==> src/rtl/fp32_pkg.sv <==
// Shared fp32 field constants, operand classes and converter FSM states.
// The class encoding matches the one used by floating_unit.
package fp32_pkg;

    localparam int EXP_BIAS   = 127;
    localparam int MANT_W     = 23;
    localparam int EXP_W      = 8;
    localparam logic [EXP_W-1:0] EXP_INF = 8'hFF;
    localparam int MANT_ALIGN = 150;

    typedef enum logic [2:0] {
        CLS_ZERO = 3'b000,
        CLS_SUBN = 3'b001,
        CLS_NORM = 3'b011,
        CLS_INF  = 3'b100,
        CLS_NAN  = 3'b110
    } fp_class_e;

    typedef enum logic [2:0] {
        ST_IDLE,
        ST_CLASSIFY,
        ST_SHIFT,
        ST_FINISH,
        ST_DONE
    } state_e;

endpackage

==> src/rtl/fp32_classify.sv <==
// Combinational split of an fp32 word into sign/exponent/mantissa plus its class.
module fp32_classify
    import fp32_pkg::*;
(
    input  logic [31:0]       i_data,
    output fp_class_e         o_class,
    output logic              o_sign,
    output logic [EXP_W-1:0]  o_exp,
    output logic [MANT_W-1:0] o_mant
);

    assign o_sign = i_data[31];
    assign o_exp  = i_data[30:23];
    assign o_mant = i_data[22:0];

    always_comb begin
        o_class = CLS_NORM;
        if (o_exp == '0) begin
            o_class = (o_mant == '0) ? CLS_ZERO : CLS_SUBN;
        end else if (o_exp == EXP_INF) begin
            o_class = (o_mant == '0) ? CLS_INF : CLS_NAN;
        end
    end

endmodule

==> src/rtl/fp32_to_int_seq.sv <==
// Multi-cycle fp32 -> signed integer converter, truncating toward zero.
// One operand in flight; the mantissa is aligned by a 1-bit-per-cycle shifter.
module fp32_to_int_seq
    import fp32_pkg::*;
#(
    parameter int OUT_W = 32
) (
    input  logic             clk,
    input  logic             rst,
    input  logic [31:0]      in_data,
    input  logic             in_valid,
    output logic             in_ready,
    output logic [OUT_W-1:0] out_data,
    output logic             out_valid,
    input  logic             out_ready,
    output logic             out_invalid,
    output logic             out_inexact
);

    localparam logic [OUT_W-1:0] SAT_POS   = {1'b0, {(OUT_W-1){1'b1}}};
    localparam logic [OUT_W-1:0] SAT_NEG   = {1'b1, {(OUT_W-1){1'b0}}};
    localparam logic [EXP_W-1:0] BIAS_EXP  = EXP_W'(EXP_BIAS);
    localparam logic [EXP_W-1:0] ALIGN_EXP = EXP_W'(MANT_ALIGN);
    localparam logic [EXP_W-1:0] OVF_EXP   = EXP_W'(EXP_BIAS + OUT_W - 1);

    state_e r_state;
    state_e w_state_next;

    logic [31:0]      r_in_data;
    logic [31:0]      r_acc;
    logic [4:0]       r_cnt;
    logic             r_sign;
    logic             r_dir_left;
    logic             r_sticky;
    logic             r_special;
    logic [OUT_W-1:0] r_spec_data;
    logic             r_spec_invalid;
    logic             r_spec_inexact;
    logic [OUT_W-1:0] r_out_data;
    logic             r_out_invalid;
    logic             r_out_inexact;

    fp_class_e         w_class;
    logic              w_sign;
    logic [EXP_W-1:0]  w_exp;
    logic [MANT_W-1:0] w_mant;
    logic              w_special;
    logic [OUT_W-1:0]  w_spec_data;
    logic              w_spec_invalid;
    logic              w_spec_inexact;
    logic              w_dir_left;
    logic [4:0]        w_n;
    logic [OUT_W-1:0]  w_mag;

    fp32_classify u_classify (
        .i_data  (r_in_data),
        .o_class (w_class),
        .o_sign  (w_sign),
        .o_exp   (w_exp),
        .o_mant  (w_mant)
    );

    // Decide shift direction/count or a directly known (special) result.
    always_comb begin
        w_special      = 1'b0;
        w_spec_data    = '0;
        w_spec_invalid = 1'b0;
        w_spec_inexact = 1'b0;
        w_dir_left     = 1'b0;
        w_n            = '0;
        case (w_class)
            CLS_ZERO: begin
                w_special = 1'b1;
            end
            CLS_SUBN: begin
                w_special      = 1'b1;
                w_spec_inexact = 1'b1;
            end
            CLS_INF: begin
                w_special      = 1'b1;
                w_spec_invalid = 1'b1;
                w_spec_data    = w_sign ? SAT_NEG : SAT_POS;
            end
            CLS_NAN: begin
                w_special      = 1'b1;
                w_spec_invalid = 1'b1;
                w_spec_data    = SAT_POS;
            end
            default: begin
                if (w_exp < BIAS_EXP) begin
                    w_special      = 1'b1;
                    w_spec_inexact = 1'b1;
                end else if (w_exp == OVF_EXP && w_sign && w_mant == '0) begin
                    // -2^(OUT_W-1) is exactly representable
                    w_special   = 1'b1;
                    w_spec_data = SAT_NEG;
                end else if (w_exp >= OVF_EXP) begin
                    w_special      = 1'b1;
                    w_spec_invalid = 1'b1;
                    w_spec_data    = w_sign ? SAT_NEG : SAT_POS;
                end else if (w_exp <= ALIGN_EXP) begin
                    w_n = 5'(ALIGN_EXP - w_exp);
                end else begin
                    w_dir_left = 1'b1;
                    w_n        = 5'(w_exp - ALIGN_EXP);
                end
            end
        endcase
    end

    always_ff @(posedge clk or posedge rst) begin
        if (rst) begin
            r_state <= ST_IDLE;
        end else begin
            r_state <= w_state_next;
        end
    end

    always_comb begin
        w_state_next = r_state;
        case (r_state)
            ST_IDLE:     if (in_valid) w_state_next = ST_CLASSIFY;
            ST_CLASSIFY: w_state_next = (w_n == '0) ? ST_FINISH : ST_SHIFT;
            ST_SHIFT:    if (r_cnt == 5'd1) w_state_next = ST_FINISH;
            ST_FINISH:   w_state_next = ST_DONE;
            ST_DONE:     if (out_ready) w_state_next = ST_IDLE;
            default:     w_state_next = ST_IDLE;
        endcase
    end

    assign w_mag = r_acc[OUT_W-1:0];

    always_ff @(posedge clk or posedge rst) begin
        if (rst) begin
            r_in_data      <= '0;
            r_acc          <= '0;
            r_cnt          <= '0;
            r_sign         <= 1'b0;
            r_dir_left     <= 1'b0;
            r_sticky       <= 1'b0;
            r_special      <= 1'b0;
            r_spec_data    <= '0;
            r_spec_invalid <= 1'b0;
            r_spec_inexact <= 1'b0;
            r_out_data     <= '0;
            r_out_invalid  <= 1'b0;
            r_out_inexact  <= 1'b0;
        end else begin
            case (r_state)
                ST_IDLE: begin
                    if (in_valid) r_in_data <= in_data;
                end
                ST_CLASSIFY: begin
                    r_sign         <= w_sign;
                    r_acc          <= {8'b0, 1'b1, w_mant};
                    r_cnt          <= w_n;
                    r_dir_left     <= w_dir_left;
                    r_sticky       <= 1'b0;
                    r_special      <= w_special;
                    r_spec_data    <= w_spec_data;
                    r_spec_invalid <= w_spec_invalid;
                    r_spec_inexact <= w_spec_inexact;
                end
                ST_SHIFT: begin
                    r_cnt <= r_cnt - 5'd1;
                    if (r_dir_left) begin
                        r_acc <= {r_acc[30:0], 1'b0};
                    end else begin
                        r_acc    <= {1'b0, r_acc[31:1]};
                        r_sticky <= r_sticky | r_acc[0];
                    end
                end
                ST_FINISH: begin
                    if (r_special) begin
                        r_out_data    <= r_spec_data;
                        r_out_invalid <= r_spec_invalid;
                        r_out_inexact <= r_spec_inexact;
                    end else begin
                        r_out_data    <= r_sign ? -w_mag : w_mag;
                        r_out_invalid <= 1'b0;
                        r_out_inexact <= r_sticky;
                    end
                end
                default: ;
            endcase
        end
    end

    assign in_ready    = (r_state == ST_IDLE);
    assign out_valid   = (r_state == ST_DONE);
    assign out_data    = r_out_data;
    assign out_invalid = r_out_invalid;
    assign out_inexact = r_out_inexact;

endmodule

==> config.mk <==
export PLATFORM = sky130hd
export DESIGN_NAME = fp32_to_int_seq
export DESIGN_NICKNAME = d
export VERILOG_FILES = /design/src/rtl/fp32_pkg.sv /design/src/rtl/fp32_classify.sv /design/src/rtl/fp32_to_int_seq.sv
export SDC_FILE = /design/constraint.sdc
export NUM_CORES = 1
export LEC_CHECK = 0
export CAP_MARGIN = 20
export CORE_ASPECT_RATIO = 1.5
export CORE_MARGIN = 5
export CORE_UTILIZATION = 50
export DETAILED_ROUTE_END_ITERATION = 7
export PLACE_DENSITY_LB_ADDON = 0.2
export SYNTH_ARGS = -nofsm -noshare
export SYNTH_HDL_FRONTEND = slang
export SYNTH_SLANG_ARGS = --single-unit
==> constraint.sdc <==
create_clock -name clk -period 4.6 [get_ports clk]
set_clock_uncertainty 0.15 [all_clocks]
set_input_delay 0.92 -clock clk [delete_from_list [all_inputs] [get_ports clk]]
set_output_delay 0.92 -clock clk [all_outputs]
set_load 0.02 [all_outputs]
* Yosys cells after proc, flatten, opt, wreduce, memory -nomap -nowiden
Index checks and enable logic that the tools add are counted.
Storage, ports and cells: register bits 144, input port bits 36, output and inout bits 36, word-level logic and storage cells 93
Operators by class: add/subtract/negate cells 4, magnitude comparators 3, eq/ne operators 14, multiplexer cells 42, bitwise gates (word level) 1, reduce and logical (&&, ||, !) cells 15
Operators by type and width (number):
- 2-to-1 mux 32 bit | 7
- case mux 32 bit (3 select lines) | 1
- case mux 32 bit (2 select lines) | 1
- negator 32 bit | 1
- 2-to-1 mux 5 bit | 5
- zero test 23 bit | 1
- 2-to-1 mux 1 bit | 17
- == test 8 bit (second input constant) | 2
- 2-to-1 mux 3 bit | 5
- case mux 3 bit (5 select lines) | 1
- case mux 5 bit (2 select lines) | 1
- == test 3 bit (second input constant) | 3
- >= comparator 8 bit (second input constant) | 1
- <= comparator 8 bit (second input constant) | 1
- zero test 8 bit | 1
- < comparator 8 x 7 -> 1 bit (second input constant) | 1
- == test 3 x 1 -> 1 bit (second input constant) | 2
- == test 3 x 2 -> 1 bit (second input constant) | 2
- zero test 3 bit | 2
- != test 2 bit (second input constant) | 3
- case mux 1 bit (2 select lines) | 3
- == test 5 x 1 -> 1 bit (second input constant) | 1
- zero test 5 bit | 1
- subtractor 5 x 1 -> 5 bit (second input constant) | 1
- 12 further kinds | 15

* Logic depth before layout (Yosys ltp)
Gate-level depths: netlist of run 1.
word-level depth 10, mapped depth 8, gate-level depth less buffers 8

* Cells and area by module
A second synthesis of run 1 with hierarchy kept.
Second synthesis, totals: cells, all modules 635, area, all modules 6337.3 µm²
Modules (own cells, without submodules):
- fp32_to_int_seq | times used 1, cells each 587, area each 5994.5 µm², sequential area each 2852.7 µm²
- fp32_classify | times used 1, cells each 48, area each 342.8 µm², sequential area each 0.0 µm²

* Worst setup path after synthesis of run 1
OpenSTA, ideal clock, no wires.
path kind register to register, start point register r_state[2], end point register r_in_data[10], setup time 125 ps, arrival 2242 ps, required time 4325 ps, setup slack 2083 ps, stages on the path, launching flop included 7, buffers on the path 3, clock period less this slack 2517 ps, cells stage by stage dfrtp_1 > clkbuf_1 > nor3_1 > and2_1 > clkbuf_1 > buf_1 > mux2_2
Between the ends: longest elaborated chain between the ends 2
RTL lines:
- start: declaration | RTL line fp32_to_int_seq.sv:26 | state_e r_state;
- start signal: assignment | RTL line fp32_to_int_seq.sv:115 | r_state <= w_state_next;
- zero test 3 bit
- net in_ready | RTL line fp32_to_int_seq.sv:12 | output logic in_ready,
- AND reduction 2 bit (no line)
- end signal: assignment | RTL line fp32_to_int_seq.sv:151 | if (in_valid) r_in_data <= in_data;
- end: declaration | RTL line fp32_to_int_seq.sv:29 | logic [31:0] r_in_data;
The timed path passes the listed nets, and every way through them passes these cells. A chain may end at the register's enable or synchronous reset.

* Final worst setup path of run 1
start point register r_state[2], end point output port out_valid
Between the ends: longest elaborated chain between the ends 1
RTL lines:
- == test 3 bit | RTL line fp32_to_int_seq.sv:190 | assign out_valid = (r_state == ST_DONE);
- end: declaration | RTL line fp32_to_int_seq.sv:14 | output logic out_valid,
Every way passes these cells.

==> impl_results.md, run 1 <==
- Final period util: 63.32%
- Per-cell routed wire length: 17.68 microns
- # diodes: 0
- Post-CTS setup buffers: 0
- Rel. slew slack: 30.08%
- Layout area overhead: 25.08%
- Most frequent cell after synthesis: dfrtp_1
- DR iter-0 viols: 396
- Worst setup path endpoint: out_valid
- Adder-Cell Fraction of Synth Area: 1.881%
- Final wirelength: 14590 microns
- Via density: 6.010
- Grt ovf: 0
- Max VDD drop: 393.5 uV
- Post-Place Cell Area: 0.006819 sq mm
- Reg2reg start: r_acc[13]$_DFFE_PP0P_
- Share of layout cells above drive strength 1: 12.20%
- Status: complete, no violations
- Core area: 0.01189 sq mm
- Remaining DRCs: 0
- Row Count: 49
- Clk_lat worst skew: 0.41 ns
- Initial antenna violation count: 0
- Largest net degree at the start of global routing: 60
- Critical path fanouts, max: 9
- Lkg Pwr: 3.025 nW
- Mapped Area: 0.005987 sq mm
- CP top delay family: buffers and inverters
- CP Launch Point: r_state[2]$_DFFE_PP0P_
- Antenna-violating nets left: 0
- CTS Hold Bufs: 0
- Buffers & Inverters on Critical Path: 1
- H-tree depth: 4
- Number of global-route vias before repair: 4970
- Post-synth cell types: 46
- Via count: 4958
- First-pass GRT wire length: 24780 microns
- Starting Density: 50.34%
- TritonCTS buffer count: 17
- Crit path DAT: 1.84 ns
- Final TNS setup: 0 ns
- Crit-path cells: nor3b_1 -> clkdlybuf4s50_1
- Gr usage total: 21.77%
- Ys flop type: dfrtp_1
- Clk slew on worst S/H paths: 0.05 ns
- GP Congestion: 0.8725
- Critical R2R Capture: out_data[28]$_DFFE_PP0P_
- Drt first pass iters: 5
- Number of slew-limit violations in the final report: 0
- Slew at the pin closest to its max-slew limit: 1.049 ns
- DP HPWL: 10280 microns
- HP Class: reg2reg
- Commonest cells in the netlist: 114 x dfrtp_1, 66 x o21ai_0, 58 x nand2_1
- Post-cts sizing count: 0
- Synth Area in XOR/XNOR: 3.950%
- Die Width: 99.35 microns
- Yosys top cell area share: 47.65%
- FILL cells: 987
- Worst reg2reg path depth: 6
- Post-Syn Nets: 653
- Max Root-Sink Buffers: 2
- Nets: 704
- CTS tree: built
- M1 wire length: 5793 microns
- Die Span Y: 144.0 microns
- Post-Synth Simple-Gate Area: 13.67%
- Clock sinks: 114
- Syn_area_per_cell: 9.847 sq um
- Fmax: 0.3433 GHz
- Number of synthesized flops with an enable pin: 0
- CP Capture Type: output port
- Register area share after synthesis: 47.65%
- R2r setup slk: 1.96 ns
- Power Dens Cells: 821.7 mW/mm^2
- Port Buffer Count: 71
- Synth Instances: 608
- Final worst path period need: 2.913 ns
- # Max-Cap Violations: 0
- I/O pins: 72
- Full die area: 0.01431 sq mm
- Number of synthesized register bits: 114
- Cell depth of the worst setup path: 2
- Final setup fails: 0
- Final hold vios: 0
- Crit-path max cell delay: 0.65 ns
- Critical-path cell with the highest stage delay: clkdlybuf4s50_1
- Layout Cell Area excl Fill: 0.007488 sq mm
- Critical path type: reg2out
- Synth async-reset ratio: 100.0%
- Metal2 WL: 7722 microns
- Uppermost layer routed: met4
- Ys Warns: 0
- Clk root buf: clkbuf_16
- Req. time, crit path: 3.53 ns
- RSZ-0062 raised after global routing: false
- CP startpoint kind: flip-flop
- Synth area leader: dfrtp_1
- Post-synthesis mux area share: 11.83%
- Compound-Gate Fraction of Synth Area: 17.24%
- Largest family of logic cells by synthesized area: compound AO/OA/AOI/OAI gates
- Area contributors post-synth: dfrtp_1 48%, mux2i_1 6.2%, mux2_2 5.6%
- DR WL met3: 702 microns
-- final cells by class --
cell class / instances / area [sq um] / share of cell area, %
Clock buffer: 20 / 466.7 / 6.232
Multi-Input combinational cell: 434 / 2920 / 39.00
Inverter: 13 / 51.30 / 0.6850
Timing Repair Buffer: 79 / 803.3 / 10.73
Tap cell: 153 / 191.4 / 2.556
Clock inverter: 12 / 202.7 / 2.707
Sequential cell: 114 / 2853 / 38.10
-- stage by stage --
step / setup slack, ns / cells / hold WS [ns] / util (%) / power (mW)
floorplan: 0.5143 / 608 / 0.2930 / - / 3.782
global placement: 2.048 / 792 / 0.3199 / 57.10 / 4.573
detailed placement: 2.012 / 793 / 0.3283 / 57.33 / 4.680
CTS: 1.643 / 825 / 0.3399 / 62.96 / 6.186
global route: 1.575 / 825 / 0.3660 / 62.96 / 6.571
finish: 1.687 / 825 / 0.3319 / 62.96 / 6.153
-- cell usage in the layout (no fill, tap or decap), types with 3 or more instances in the layout --
cell type and n:
xnor2_1 8, or3_1 6, nor3_1 13, mux2_2 30
or2_2 5, buf_4 6, inv_1 12, nand3_1 11
clkinvlp_4 4, nand2b_1 5, dfrtp_1 114, a21o_1 5
nand2_1 58, o41ai_1 6, nor2_1 47, o221ai_1 6
clkdlybuf4s50_1 71, or4_1 3, bufinv_16 5, a21oi_1 23
a31oi_1 3, nand4_1 3, clkbuf_16 17, o22ai_1 3
ha_1 9, nor2b_1 4, o211ai_1 3, a221o_1 22
nor4_1 8, mux2i_1 37, o31ai_1 9, o21ai_0 66
clkbuf_8 3, xor2_1 19
-- worst reg2reg max path, cell delays in order, from the launching register on --
cell     delay (ns)
dfrtp_1        0.43
or4_1          0.68
or4_4          0.48
o41ai_2        0.39
xor2_1         0.18
o21ai_1        0.08
o21a_1         0.14
-- registers in the layout, summed over array words and instances, names as in the netlist, 2 cells and up --
name / count
r_state: 3
out_data: 32
r_in_data: 32
r_acc: 32
r_cnt: 5
r_spec_data: 2
-- worst min-delay path by stage --
stage	from	endpoint	depth (start not counted)
after floorplan	r_spec_inexact$_DFFE_PP0P_	r_spec_inexact$_DFFE_PP0P_	2
after global placement	out_data[2]$_DFFE_PP0P_	out_data[2]$_DFFE_PP0P_	2
after detailed placement	out_data[1]$_DFFE_PP0P_	out_data[1]$_DFFE_PP0P_	2
after CTS	out_data[1]$_DFFE_PP0P_	out_data[1]$_DFFE_PP0P_	2
after global routing	out_data[0]$_DFFE_PP0P_	out_data[0]$_DFFE_PP0P_	2
final	out_data[3]$_DFFE_PP0P_	out_data[3]$_DFFE_PP0P_	2
-- cells by family (layout without fill, tap and decap cells) --
family,after synthesis,count (layout)
and+or+nand+nor,174,174
AOI/OAI and AO/OA,157,157
DFF,114,114
muxes,67,67
buffers and inverters,60,124
xor gates and xnor gates,27,27
adders and majority gates,9,9
-- report_power, final --
| group | switching [mW] | leakage (nW) | total, mW | internal, mW |
|---|---|---|---|---|
| registers | 0.619 | 1.41 | 2.09 | 1.47 |
| clock network | 0.459 | 0.315 | 1.46 | 1.00 |
| logic | 1.38 | 1.30 | 2.60 | 1.22 |
| total | 2.46 | 3.02 | 6.15 | 3.70 |
-- per-layer routing --
| layer | vias to the layer above | global-route usage [%] |
|---|---|---|
| li1 | 2304 | - |
| met1 | 2455 | 26.48 |
| met2 | 168 | 36.93 |
| met3 | 31 | 4.875 |
| met4 | 0 | 9.928 |
| met5 | - | 0 |
No activity file was read; power rests on OpenSTA's default activity.
==> run 2: changes to the inputs <==
==> constraint.sdc (replaced) <==
create_clock -name clk -period 2.76 [get_ports clk]
set_clock_uncertainty 0.15 [all_clocks]
set_input_delay 0.552 -clock clk [delete_from_list [all_inputs] [get_ports clk]]
set_output_delay 0.552 -clock clk [all_outputs]
set_load 0.02 [all_outputs]
==> impl_results.md, run 2 (same netlist as run 1, synthesis figures left out) <==
- Status: complete, no violations
- CP startpoint kind: flip-flop
- Max VDD drop: 625.9 uV
- Buffers & Inverters on Critical Path: 1
- H-tree depth: 4
- Rel. slew slack: 50.06%
- CP top delay family: buffers and inverters
- Reg2reg start: r_acc[12]$_DFFE_PP0P_
- Critical path fanouts, max: 9
- R2r setup slk: 0.19 ns
- Critical-path cell with the highest stage delay: clkdlybuf4s50_1
- Initial antenna violation count: 0
- Clk root buf: clkbuf_16
- Via count: 4922
- DR iter-0 viols: 332
- Number of slew-limit violations in the final report: 0
- I/O pins: 72
- RSZ-0062 raised after global routing: false
- Req. time, crit path: 2.06 ns
- Full die area: 0.01431 sq mm
- Clk_lat worst skew: 0.40 ns
- Min-delay src: out_data[4]$_DFFE_PP0P_
- GP Congestion: 0.8556
- Number of global-route vias before repair: 4966
- # diodes: 0
- Critical R2R Capture: out_data[28]$_DFFE_PP0P_
- Most common cell after layout, fill and taps aside: dfrtp_1
- Layout area overhead: 24.18%
- # Max-Cap Violations: 0
- Final setup fails: 0
- Critical path type: reg2out
- Crit path DAT: 1.88 ns
- Largest net degree at the start of global routing: 115
- Post-layout util: 62.51%
- Gr usage total: 21.44%
- Max Root-Sink Buffers: 2
- DP HPWL: 10430 microns
- Port Buffer Count: 71
- Final TNS setup: 0 ns
- Nets: 712
- Drt first pass iters: 5
- Via density: 5.916
- TritonCTS buffer count: 17
- Commonest non-fill, non-tap cells in the layout: 114 x dfrtp_1, 71 x clkdlybuf4s50_1, 66 x o21ai_0
- Grt ovf: 0
- CTS tree: built
- Core area: 0.01189 sq mm
- Clk slew on worst S/H paths: 0.05 ns
- WHS Path Cells: 2
- Crit-path cells: nor3b_1 -> clkdlybuf4s50_1
- Die Span Y: 144.0 microns
- Lkg Pwr: 3.020 nW
- Antenna-violating nets left: 0
- Final hold vios: 0
- Crit-path max cell delay: 0.66 ns
- Min-Delay Endpoint: out_data[4]$_DFFE_PP0P_
- Starting Density: 50.34%
- Row Count: 49
- Power Dens Cells: 1332 mW/mm^2
- CP Capture Type: output port
- Post-CTS setup buffers: 0
- Remaining DRCs: 0
- Worst reg2reg path depth: 6
- Fmax: 0.3871 GHz
- Clock sinks: 114
- Final period util: 93.60%
- Slew at the pin closest to its max-slew limit: 0.7464 ns
- Final wirelength: 14670 microns
- Share of layout cells above drive strength 1: 13.11%
- First-pass GRT wire length: 24560 microns
- Per-cell routed wire length: 17.63 microns
- HP Class: reg2reg
- Final worst path period need: 2.583 ns
- Die Width: 99.35 microns
## run 2: cell count changes in the layout (fill, tap and decap cells not counted), sizes merged
| cell | before | now |
|---|---|---|
| bufinv | 5 | 1 |
| buf | 8 | 16 |
| clkinv | 2 | 8 |
| inv | 14 | 12 |
| clkbuf | 20 | 21 |
| clkinvlp | 4 | 2 |
## run 2: how the worst max path moves through the flow
stage                                      start                   endpoint  slack, ns  cells after the start
after floorplan           r_state[2]$_DFFE_PP0P_  r_in_data[10]$_DFFE_PP0P_       0.24                      6
after global placement     r_acc[17]$_DFFE_PP0P_   out_data[28]$_DFFE_PP0P_       0.27                      6
after detailed placement   r_acc[13]$_DFFE_PP0P_   out_data[27]$_DFFE_PP0P_       0.22                      6
after CTS                 r_state[2]$_DFFE_PP0P_                  out_valid       0.17                      2
after global routing      r_state[2]$_DFFE_PP0P_                  out_valid       0.06                      2
final                     r_state[2]$_DFFE_PP0P_                  out_valid       0.18                      2
## run 2: final cells by class
type	count	area [sq um]
sequential	114	2853
fill	1019	4459
multi-input combinational	434	2927
timing repair buffer	87	855.8
clock buffer	21	470.5
inverter	13	52.55
tap	153	191.4
clock inverter	10	85.08
## run 2: power by group
part / switching [mW] / internal [mW] / total [mW]
Sequential: 0.958 / 2.45 / 3.41
Combinational: 2.38 / 2.09 / 4.48
Clock: 0.721 / 1.29 / 2.01
## run 2: routing by layer
layer  share of wire, %  global-route usage, %  up-vias
li1                   -                      -     2323
met1                 42                  25.92     2449
met2                 52                  37.54      126
met3                3.7                  4.199       24
met4                2.2                  8.633        0
met5                  0                      0        -
## run 2: repair_timing
item                       4_1_cts  5_1_grt
hold buffers                     0        0
gates resized for setup          0        1
setup endpoints to repair        0        6
## run 2: tightest hold or removal path, stage by stage, from the launching register on
cell	delay, ns
dfrtp_1	0.34
nand2_1	0.04
o21ai_0	0.06
## run 2: metrics by stage
step                      power, mW  instances  area (sq um)  hold WS (ns)  worst slack (ns)
after global placement        7.741        801          6873        0.3160            0.2651
after CTS                     9.955        832          7428        0.3323            0.1652
final                         9.902        832          7435        0.3315            0.1767
after global routing          10.58        832          7435        0.3688           0.06289
after floorplan               6.304        608          5991        0.2930            0.2431
after detailed placement      7.879        801          6873        0.3204            0.2177
==> run 3: changes to the inputs <==
--- a/config.mk
+++ b/config.mk
@@ -5,7 +5,7 @@
 export SDC_FILE = /design/constraint.sdc
 export NUM_CORES = 1
 export LEC_CHECK = 0
-export CAP_MARGIN = 20
+export CAP_MARGIN = 0
 export CORE_ASPECT_RATIO = 1.5
 export CORE_MARGIN = 5
 export CORE_UTILIZATION = 50
==> results of run 3 <==
Final layout, timing and power as in run 2 (identical DEF).
